### src/rtl/bip_uart_loader.sv
// -----------------------------------------------------------------------------
// bip_uart_loader
//
// Receive-side companion of the BIP debug UART path. It takes bytes from
// uart_rx and decodes a small command protocol:
//   0x01 LOAD : count byte N, then N words sent low byte first. Each word is
//               written to instruction memory starting at address 0.
//   0x02 RUN  : pulses the CPU reset, then raises the CPU enable.
//   0x03 HALT : drops the CPU enable.
// Any other command byte raises a one-cycle error pulse. If a LOAD stalls
// between bytes for too long, it is abandoned. The words already written stay
// in memory, and an error pulse is raised.
//
// Ports
//   i_clock       : system clock, rising edge
//   i_reset       : synchronous, active-high reset
//   i_rx_data     : received byte, valid while i_rx_done is high
//   i_rx_done     : receiver byte-complete level; one byte per rising edge
//   o_wr_en       : instruction memory write strobe, one cycle per word
//   o_wr_addr     : instruction memory write address (held between writes)
//   o_wr_data     : instruction memory write data (held between writes)
//   o_cpu_enable  : CPU run enable level
//   o_cpu_reset   : one-cycle CPU reset pulse (PC and ACC)
//   o_busy        : high whenever a command is in progress
//   o_load_done   : one-cycle pulse when a LOAD completes normally
//   o_error       : one-cycle pulse on unknown command or timeout
// -----------------------------------------------------------------------------
module bip_uart_loader #(
  parameter int NB_DATA            = 16,
  parameter int NB_BYTE            = 8,
  parameter int LOG2_N_INSMEM_ADDR = 11,
  parameter int N_TIMEOUT          = 1000000,
  parameter int NB_TIMEOUT         = 20
) (
  input  logic                          i_clock,
  input  logic                          i_reset,
  input  logic [NB_BYTE-1:0]            i_rx_data,
  input  logic                          i_rx_done,
  output logic                          o_wr_en,
  output logic [LOG2_N_INSMEM_ADDR-1:0] o_wr_addr,
  output logic [NB_DATA-1:0]            o_wr_data,
  output logic                          o_cpu_enable,
  output logic                          o_cpu_reset,
  output logic                          o_busy,
  output logic                          o_load_done,
  output logic                          o_error
);

  localparam logic [NB_BYTE-1:0]    CMD_LOAD    = NB_BYTE'(8'h01);
  localparam logic [NB_BYTE-1:0]    CMD_RUN     = NB_BYTE'(8'h02);
  localparam logic [NB_BYTE-1:0]    CMD_HALT    = NB_BYTE'(8'h03);
  localparam logic [NB_TIMEOUT-1:0] TIMEOUT_MAX = NB_TIMEOUT'(N_TIMEOUT - 1);

  typedef enum logic [1:0] {
    IDLE,
    GET_COUNT,
    GET_LO,
    GET_HI
  } state_t;

  // State and datapath registers
  state_t                        state_reg,       state_next;
  logic                          rx_done_d_reg;
  logic [NB_BYTE-1:0]            count_reg,       count_next;
  logic [NB_BYTE-1:0]            written_reg,     written_next;
  logic [LOG2_N_INSMEM_ADDR-1:0] ptr_reg,         ptr_next;
  logic [NB_BYTE-1:0]            lo_reg,          lo_next;
  logic [NB_TIMEOUT-1:0]         timeout_reg,     timeout_next;

  // Registered outputs
  logic                          wr_en_reg,       wr_en_next;
  logic [LOG2_N_INSMEM_ADDR-1:0] wr_addr_reg,     wr_addr_next;
  logic [NB_DATA-1:0]            wr_data_reg,     wr_data_next;
  logic                          cpu_enable_reg,  cpu_enable_next;
  logic                          cpu_reset_reg,   cpu_reset_next;
  logic                          load_done_reg,   load_done_next;
  logic                          error_reg,       error_next;

  // Take exactly one byte per rising edge of the receiver's done level, even
  // when the receiver holds done high for several cycles.
  logic byte_accept;
  assign byte_accept = i_rx_done & ~rx_done_d_reg;

  // Number of words written after the current word is committed. The counter
  // never wraps because at most 255 words are written.
  logic [NB_BYTE-1:0] written_inc;
  assign written_inc = written_reg + NB_BYTE'(1);

  // ---------------------------------------------------------------------------
  // State register
  // ---------------------------------------------------------------------------
  always_ff @(posedge i_clock) begin
    if (i_reset) begin
      state_reg      <= IDLE;
      rx_done_d_reg  <= 1'b0;
      count_reg      <= '0;
      written_reg    <= '0;
      ptr_reg        <= '0;
      lo_reg         <= '0;
      timeout_reg    <= '0;
      wr_en_reg      <= 1'b0;
      wr_addr_reg    <= '0;
      wr_data_reg    <= '0;
      cpu_enable_reg <= 1'b0;
      cpu_reset_reg  <= 1'b0;
      load_done_reg  <= 1'b0;
      error_reg      <= 1'b0;
    end else begin
      state_reg      <= state_next;
      rx_done_d_reg  <= i_rx_done;
      count_reg      <= count_next;
      written_reg    <= written_next;
      ptr_reg        <= ptr_next;
      lo_reg         <= lo_next;
      timeout_reg    <= timeout_next;
      wr_en_reg      <= wr_en_next;
      wr_addr_reg    <= wr_addr_next;
      wr_data_reg    <= wr_data_next;
      cpu_enable_reg <= cpu_enable_next;
      cpu_reset_reg  <= cpu_reset_next;
      load_done_reg  <= load_done_next;
      error_reg      <= error_next;
    end
  end

  // ---------------------------------------------------------------------------
  // Next-state and output logic
  // ---------------------------------------------------------------------------
  always_comb begin
    state_next      = state_reg;
    count_next      = count_reg;
    written_next    = written_reg;
    ptr_next        = ptr_reg;
    lo_next         = lo_reg;
    wr_en_next      = 1'b0;
    wr_addr_next    = wr_addr_reg;
    wr_data_next    = wr_data_reg;
    cpu_enable_next = cpu_enable_reg;
    cpu_reset_next  = 1'b0;
    load_done_next  = 1'b0;
    error_next      = 1'b0;

    // RUN is a two-step sequence. The CPU reset pulse comes first, and the
    // enable rises in the cycle after it. No byte can be accepted in the
    // cycle after RUN, so nothing here conflicts with the FSM below.
    if (cpu_reset_reg) begin
      cpu_enable_next = 1'b1;
    end

    // The inter-byte timer runs only while a command is in progress.
    if (state_reg == IDLE || byte_accept) begin
      timeout_next = '0;
    end else begin
      timeout_next = timeout_reg + NB_TIMEOUT'(1);
    end

    case (state_reg)
      IDLE: begin
        if (byte_accept) begin
          case (i_rx_data)
            CMD_LOAD: begin
              state_next      = GET_COUNT;
              cpu_enable_next = 1'b0;
            end
            CMD_RUN: begin
              cpu_reset_next = 1'b1;
            end
            CMD_HALT: begin
              cpu_enable_next = 1'b0;
            end
            default: begin
              error_next = 1'b1;
            end
          endcase
        end
      end

      GET_COUNT: begin
        if (byte_accept) begin
          count_next   = i_rx_data;
          written_next = '0;
          ptr_next     = '0;
          if (i_rx_data == '0) begin
            state_next     = IDLE;
            load_done_next = 1'b1;
          end else begin
            state_next = GET_LO;
          end
        end
      end

      GET_LO: begin
        if (byte_accept) begin
          lo_next    = i_rx_data;
          state_next = GET_HI;
        end
      end

      GET_HI: begin
        if (byte_accept) begin
          wr_en_next   = 1'b1;
          wr_addr_next = ptr_reg;
          wr_data_next = {i_rx_data, lo_reg};
          // The address wraps silently around the memory size.
          ptr_next     = ptr_reg + LOG2_N_INSMEM_ADDR'(1);
          written_next = written_inc;
          if (written_inc == count_reg) begin
            state_next     = IDLE;
            load_done_next = 1'b1;
          end else begin
            state_next = GET_LO;
          end
        end
      end

      default: begin
        state_next = IDLE;
      end
    endcase

    // Abandon a stalled command. A byte that arrives in the same cycle takes
    // priority, so the command is kept alive. A half-received word is dropped
    // and never written.
    if (state_reg != IDLE && !byte_accept && timeout_reg == TIMEOUT_MAX) begin
      state_next   = IDLE;
      error_next   = 1'b1;
      timeout_next = '0;
    end
  end

  // ---------------------------------------------------------------------------
  // Outputs
  // ---------------------------------------------------------------------------
  assign o_wr_en      = wr_en_reg;
  assign o_wr_addr    = wr_addr_reg;
  assign o_wr_data    = wr_data_reg;
  assign o_cpu_enable = cpu_enable_reg;
  assign o_cpu_reset  = cpu_reset_reg;
  assign o_load_done  = load_done_reg;
  assign o_error      = error_reg;
  assign o_busy       = (state_reg != IDLE);

endmodule

### config.mk
export PLATFORM = sky130hd
export DESIGN_NAME = bip_uart_loader
export DESIGN_NICKNAME = d
export VERILOG_FILES = /design/src/rtl/bip_uart_loader.sv
export SDC_FILE = /design/constraint.sdc
export NUM_CORES = 1
export LEC_CHECK = 0
export ABC_CLOCK_PERIOD_IN_PS = 3030
export CORE_MARGIN = 10
export CORE_UTILIZATION = 36
export CTS_BUF_LIST = sky130_fd_sc_hd__clkbuf_4
export CTS_CLUSTER_DIAMETER = 80
export DETAILED_ROUTE_END_ITERATION = 8
export PLACE_DENSITY_LB_ADDON = 0.05
export SYNTH_ARGS = -nofsm -noshare
export SYNTH_HDL_FRONTEND = slang
export SYNTH_SLANG_ARGS = --single-unit
export TNS_END_PERCENT = 5
### constraint.sdc
create_clock -name i_clock -period 3.03 [get_ports i_clock]
set_input_delay 0.4545 -clock i_clock [delete_from_list [all_inputs] [get_ports i_clock]]
set_output_delay 0.4545 -clock i_clock [all_outputs]
set_load 0.02 [all_outputs]
Word level (Yosys, flattened, before mapping)
Index checks and enable logic that the tools add are counted.
Widths: inputs -> output; s select.
- reduce and logical (&&, ||, !) cells: 19
- add/subtract/negate cells: 3
- mux-type cells: 29
- bitwise operators: 5
- equality and inequality tests: 13
- operators with widths (operator ; count):
    $mux 11 ; 2
    $pmux 11 s2 ; 1
    $add 20x1->20 const B ; 1
    $eq 20x20->1 const B ; 1
    $eq 8x2->1 const B ; 2
    $mux 8 ; 2
    $pmux 8 s2 ; 1
    $mux 1 ; 14
    $mux 2 ; 7
    $add 11x1->11 const B ; 1
    $reduce_or 3->1 ; 3
    $add 8x1->8 const B ; 1
    $eq 8x1->1 const B ; 1
    $eq 8x8->1 ; 1
    $logic_not 8->1 ; 1
    $ne 2x2->1 const B ; 4
    $pmux 2 s4 ; 1
    $reduce_and 2->1 ; 3
    $reduce_or 2->1 ; 3
    $reduce_and 5->1 ; 1
    $eq 2x2->1 const B ; 2
    $not 1->1 ; 4
    $reduce_bool 2->1 ; 2
    $reduce_and 3->1 ; 1
    8 further kinds ; 9
- output and inout bits: 33
- register bits after elaboration: 90
- word-level logic and storage cells: 83

Depth between registers and ports, before layout
- depth in word-level cells: 6
- mapped depth: 7

Worst setup path after synthesis
Ideal clock, no wire load.
- kind: flip-flop to flip-flop
- start: reg written_reg[0]
- end: reg load_done_reg, in the netlist o_load_done
- setup time: 0.087 ns
- arrival: 2.069 ns
- data required time: 2.943 ns
- path slack: 0.874 ns
- path buffers: 0
- cell stages (with the launch flop): 8
- period minus slack after synthesis: 2.156 ns
- cell sequence: dfxtp_1 ha_1 and3_4 nand3_1 xnor2_1 or4b_1 o31a_1 nor4b_2
- longest elaborated chain between the ends: 5
- ends and longest elaborated chain (what ; RTL line ; source):
    from (decl) ; 65 ; logic [NB_BYTE-1:0] written_reg, written_next;
    from (signal assigned) ; 112 ; written_reg <= written_next;
    $add 8x1->8 ; 87 ; assign written_inc = written_reg + NB_BYTE'(1);
    $eq 8x8->1 ; 207 ; if (written_inc == count_reg) begin
    $mux 1 ; 207 ;
    $mux 1 ; 200 ; if (byte_accept) begin
    $pmux 1 s2 ; 157 ; case (state_reg)
    to (signal assigned) ; 121 ; load_done_reg <= load_done_next;
    to (decl) ; 76 ; logic load_done_reg, load_done_next;
No other way between the ends.
A chain may end at the register's enable or synchronous reset.

Worst setup path after layout
- start: reg state_reg[1]
- end: out o_busy
- longest elaborated chain between the ends: 1
- ends and longest elaborated chain (what ; RTL line ; source):
    from (decl) ; 62 ; state_t state_reg, state_next;
    from (signal assigned) ; 109 ; state_reg <= state_next;
    $reduce_bool 2->1 ; 241 ; assign o_busy = (state_reg != IDLE);
    to (decl) ; 44 ; output logic o_busy,
No other way between the ends.

==> results.md <==
- Status: finished, final reports clean
- Library cells used by synthesis: 45
- Reg-to-reg critical path startpoint: written_reg[0]
- Routability cong.: 0.826
- Gr ovfl total: 0
- Final setup viols: 0
- Die height: 122 microns
- All-Layer GR Usage: 0.125
- Top-count cell post-synth: nand2_1
- Met2 Use GR: 0.182
- Maximum vdd ir drop: 0.211 mV
- Number of fill cells: 1064
- Pre-Repair DR Iteration Count: 4
- Worst skew pair latency: 460 ps
- Core area: 10300 sq um
- Synth top area share: 0.477
- Vias: 3148
- Startpoint types: flop
- Hold Vio Cnt, Final: 0
- R2r setup slk: 640 ps
- CP Capture Type: output port
- First-pass GRT wire length: 15.2 mm
- Mapped Nets: 474
- RSZ-0062 raised after global routing: false
- EDFF count, synth: 0
- Ratio of cells with drive above 1 in the final layout: 0.0554
- Post-CTS Hold Buffers: 0
- Max reg flops: 20
- Nets: 514
- Routed Antenna Nets: 0
- Cell Area, Synth: 3780 sq um
- Worst hold stages: 3
- # clock sinks: 90
- Slew margin rel.: 0.565
- Yosys warnings: 0
- Syn-to-layout area delta: 18.9%
- Period utilization: 0.817
- Total I/O pin count: 44
- Setup TNS: 0 ps
- Met3 usage: 0.0376
- Post_cts resized: 0
- Flops & latches, synth: 90
- 1st-iter DRT viols: 182
- DP Worst Slack: 612 ps
- Min Tclk post-route: 2480 ps
- Clock transition at path regs: 140 ps
- Diode count: 0
- Setup Crit Path Kind: reg -> out
- Crit path DAT: 2020 ps
- Worst EP required: 2580 ps
- Post-CTS Setup Inserts: 0
- Clock Root Buffer: clkbuf_4
- I/O Buffers: 43
- Sequential fraction of the synthesis area: 0.477
- Leak pwr: 1.49 nW
- GR peak layer: met2
- Initial Util: 0.368
- Hold_sp: i_reset
- Max clock buf depth: 2
- Initial antenna violation count: 0
- PnR worst setup slack: 553 ps
- FMAX: 404 MHz
- Vias/cell: 4.91
- Drt wl/cell: 14.2 microns
- Hold Crit Class: in -> reg
- Number of max-cap violations: 0
- Critical R2R Capture: o_load_done
- H-tree depth: 3
- Max-slew violation count: 0
- Cells on worst reg2reg path: 7
- Syn avg cell area: 8.21 sq um
- TritonCTS clock tree: built
- Hold-critical path endpoint: state_reg[1]
- Post-synth top cells: nand2_1 (91), dfxtp_1 (90), nor2_1 (61)
- Async SR Flop Fraction: 0
- DP Wirelength: 6.22 mm
- Final wirelength: 9.10 mm
- CP Max Fanout: 13
- Num CTS Buffers: 9
- PwrDens: 465 nW/um^2
- Die area: 15000 sq um
- M1 GR Usage: 0.169
- Synth Instances: 460
- Largest net degree at the start of global routing: 61
- Vias in the first global route: 2987
- Top cells by area, synth: dfxtp_1 (48%), nand2_1 (9.0%), a21oi_1 (6.8%)
- Rows: 37
- Die X: 122 microns
- DRC violations left: 0
- Tightest Pin Transition: 653 ps
- Area leader, netlist: dfxtp_1
- Top FF cell, synth: dfxtp_1
- Worst Skew: 15.6 ps
## cell families after synthesis
logic type / count (synthesis) / share of synthesized area
adder cells (fa/ha/maj): 3 / 0.00993
AND/OR/NAND/NOR: 219 / 0.265
XOR/XNOR: 35 / 0.0811
buffers and inverters: 31 / 0.0348
multiplexers: 10 / 0.0265
flip-flops: 90 / 0.477
AO/OA/AOI/OAI: 72 / 0.106
## area by class of cell
class,instances,area [sq um],share of cell area
Multi-Input combinational cell,339,1850,0.411
Clock buffer,11,82.6,0.0184
Inverter,10,37.5,0.00835
Timing Repair Buffer,50,478,0.106
Sequential cell,90,1800,0.401
Clock inverter,5,77.6,0.0173
Tap cell,136,170,0.0379
## critical path: stages, from the launching register on
cell and delay (ps):
dfxtp_1 700, nor2_1 150, inv_1 110, clkdlybuf4s50_1 620
## stage by stage
step,power [W],cells,area (sq um),hold WS [ps],utilization
2_1_floorplan,0.00129,460,3780,431,-
3_3_place_gp,0.00135,625,4330,442,0.422
3_5_place_dp,0.00135,625,4330,446,0.422
4_1_cts,0.00212,641,4490,300,0.437
5_1_grt,0.00216,641,4490,308,0.437
6_report,0.00209,641,4490,315,0.437
## placed cells by master, fill, tap and decap left out, types with 3 or more instances in the layout
cell type and n:
nand2_1 91, dfxtp_1 90, nor2_1 61, a21oi_1 51
clkdlybuf4s50_1 42, xor2_1 21, nand3_1 20, xnor2_1 14
clkbuf_4 11, mux2i_1 10, inv_1 9, nand4_1 7
o21ai_0 7, buf_4 7, nor3_1 6, or3_1 4
nand2b_1 4, nor4_1 4, a22oi_1 3, or4_1 3
ha_1 3
## how the worst max path moves through the flow
| stage | start | endpoint | slack [ps] | cells past startpoint |
|---|---|---|---|---|
| 2_1_floorplan | written_reg[0] | o_load_done | 870 | 7 |
| 3_3_place_gp | i_rx_done | timeout_reg[8] | 650 | 8 |
| 3_5_place_dp | i_rx_done | timeout_reg[4] | 610 | 8 |
| 4_1_cts | state_reg[1] | o_busy | 510 | 3 |
| 5_1_grt | state_reg[1] | o_busy | 440 | 3 |
| 6_report | state_reg[1] | o_busy | 550 | 3 |
## report_power, final
group / switching [W] / total (W) / internal [W]
clock network: 0.000420 / 0.000773 / 0.000353
logic: 0.0000675 / 0.000107 / 0.0000400
registers: 0.0000155 / 0.00121 / 0.00119
total: 0.000503 / 0.00209 / 0.00159
## layer usage
metal	wire length [microns]	share of wire
met1	4560	0.50
met2	3990	0.44
met3	396	0.044
met4	157	0.017
met5	0	0
Note: power is estimated with default switching activity, not from simulation.
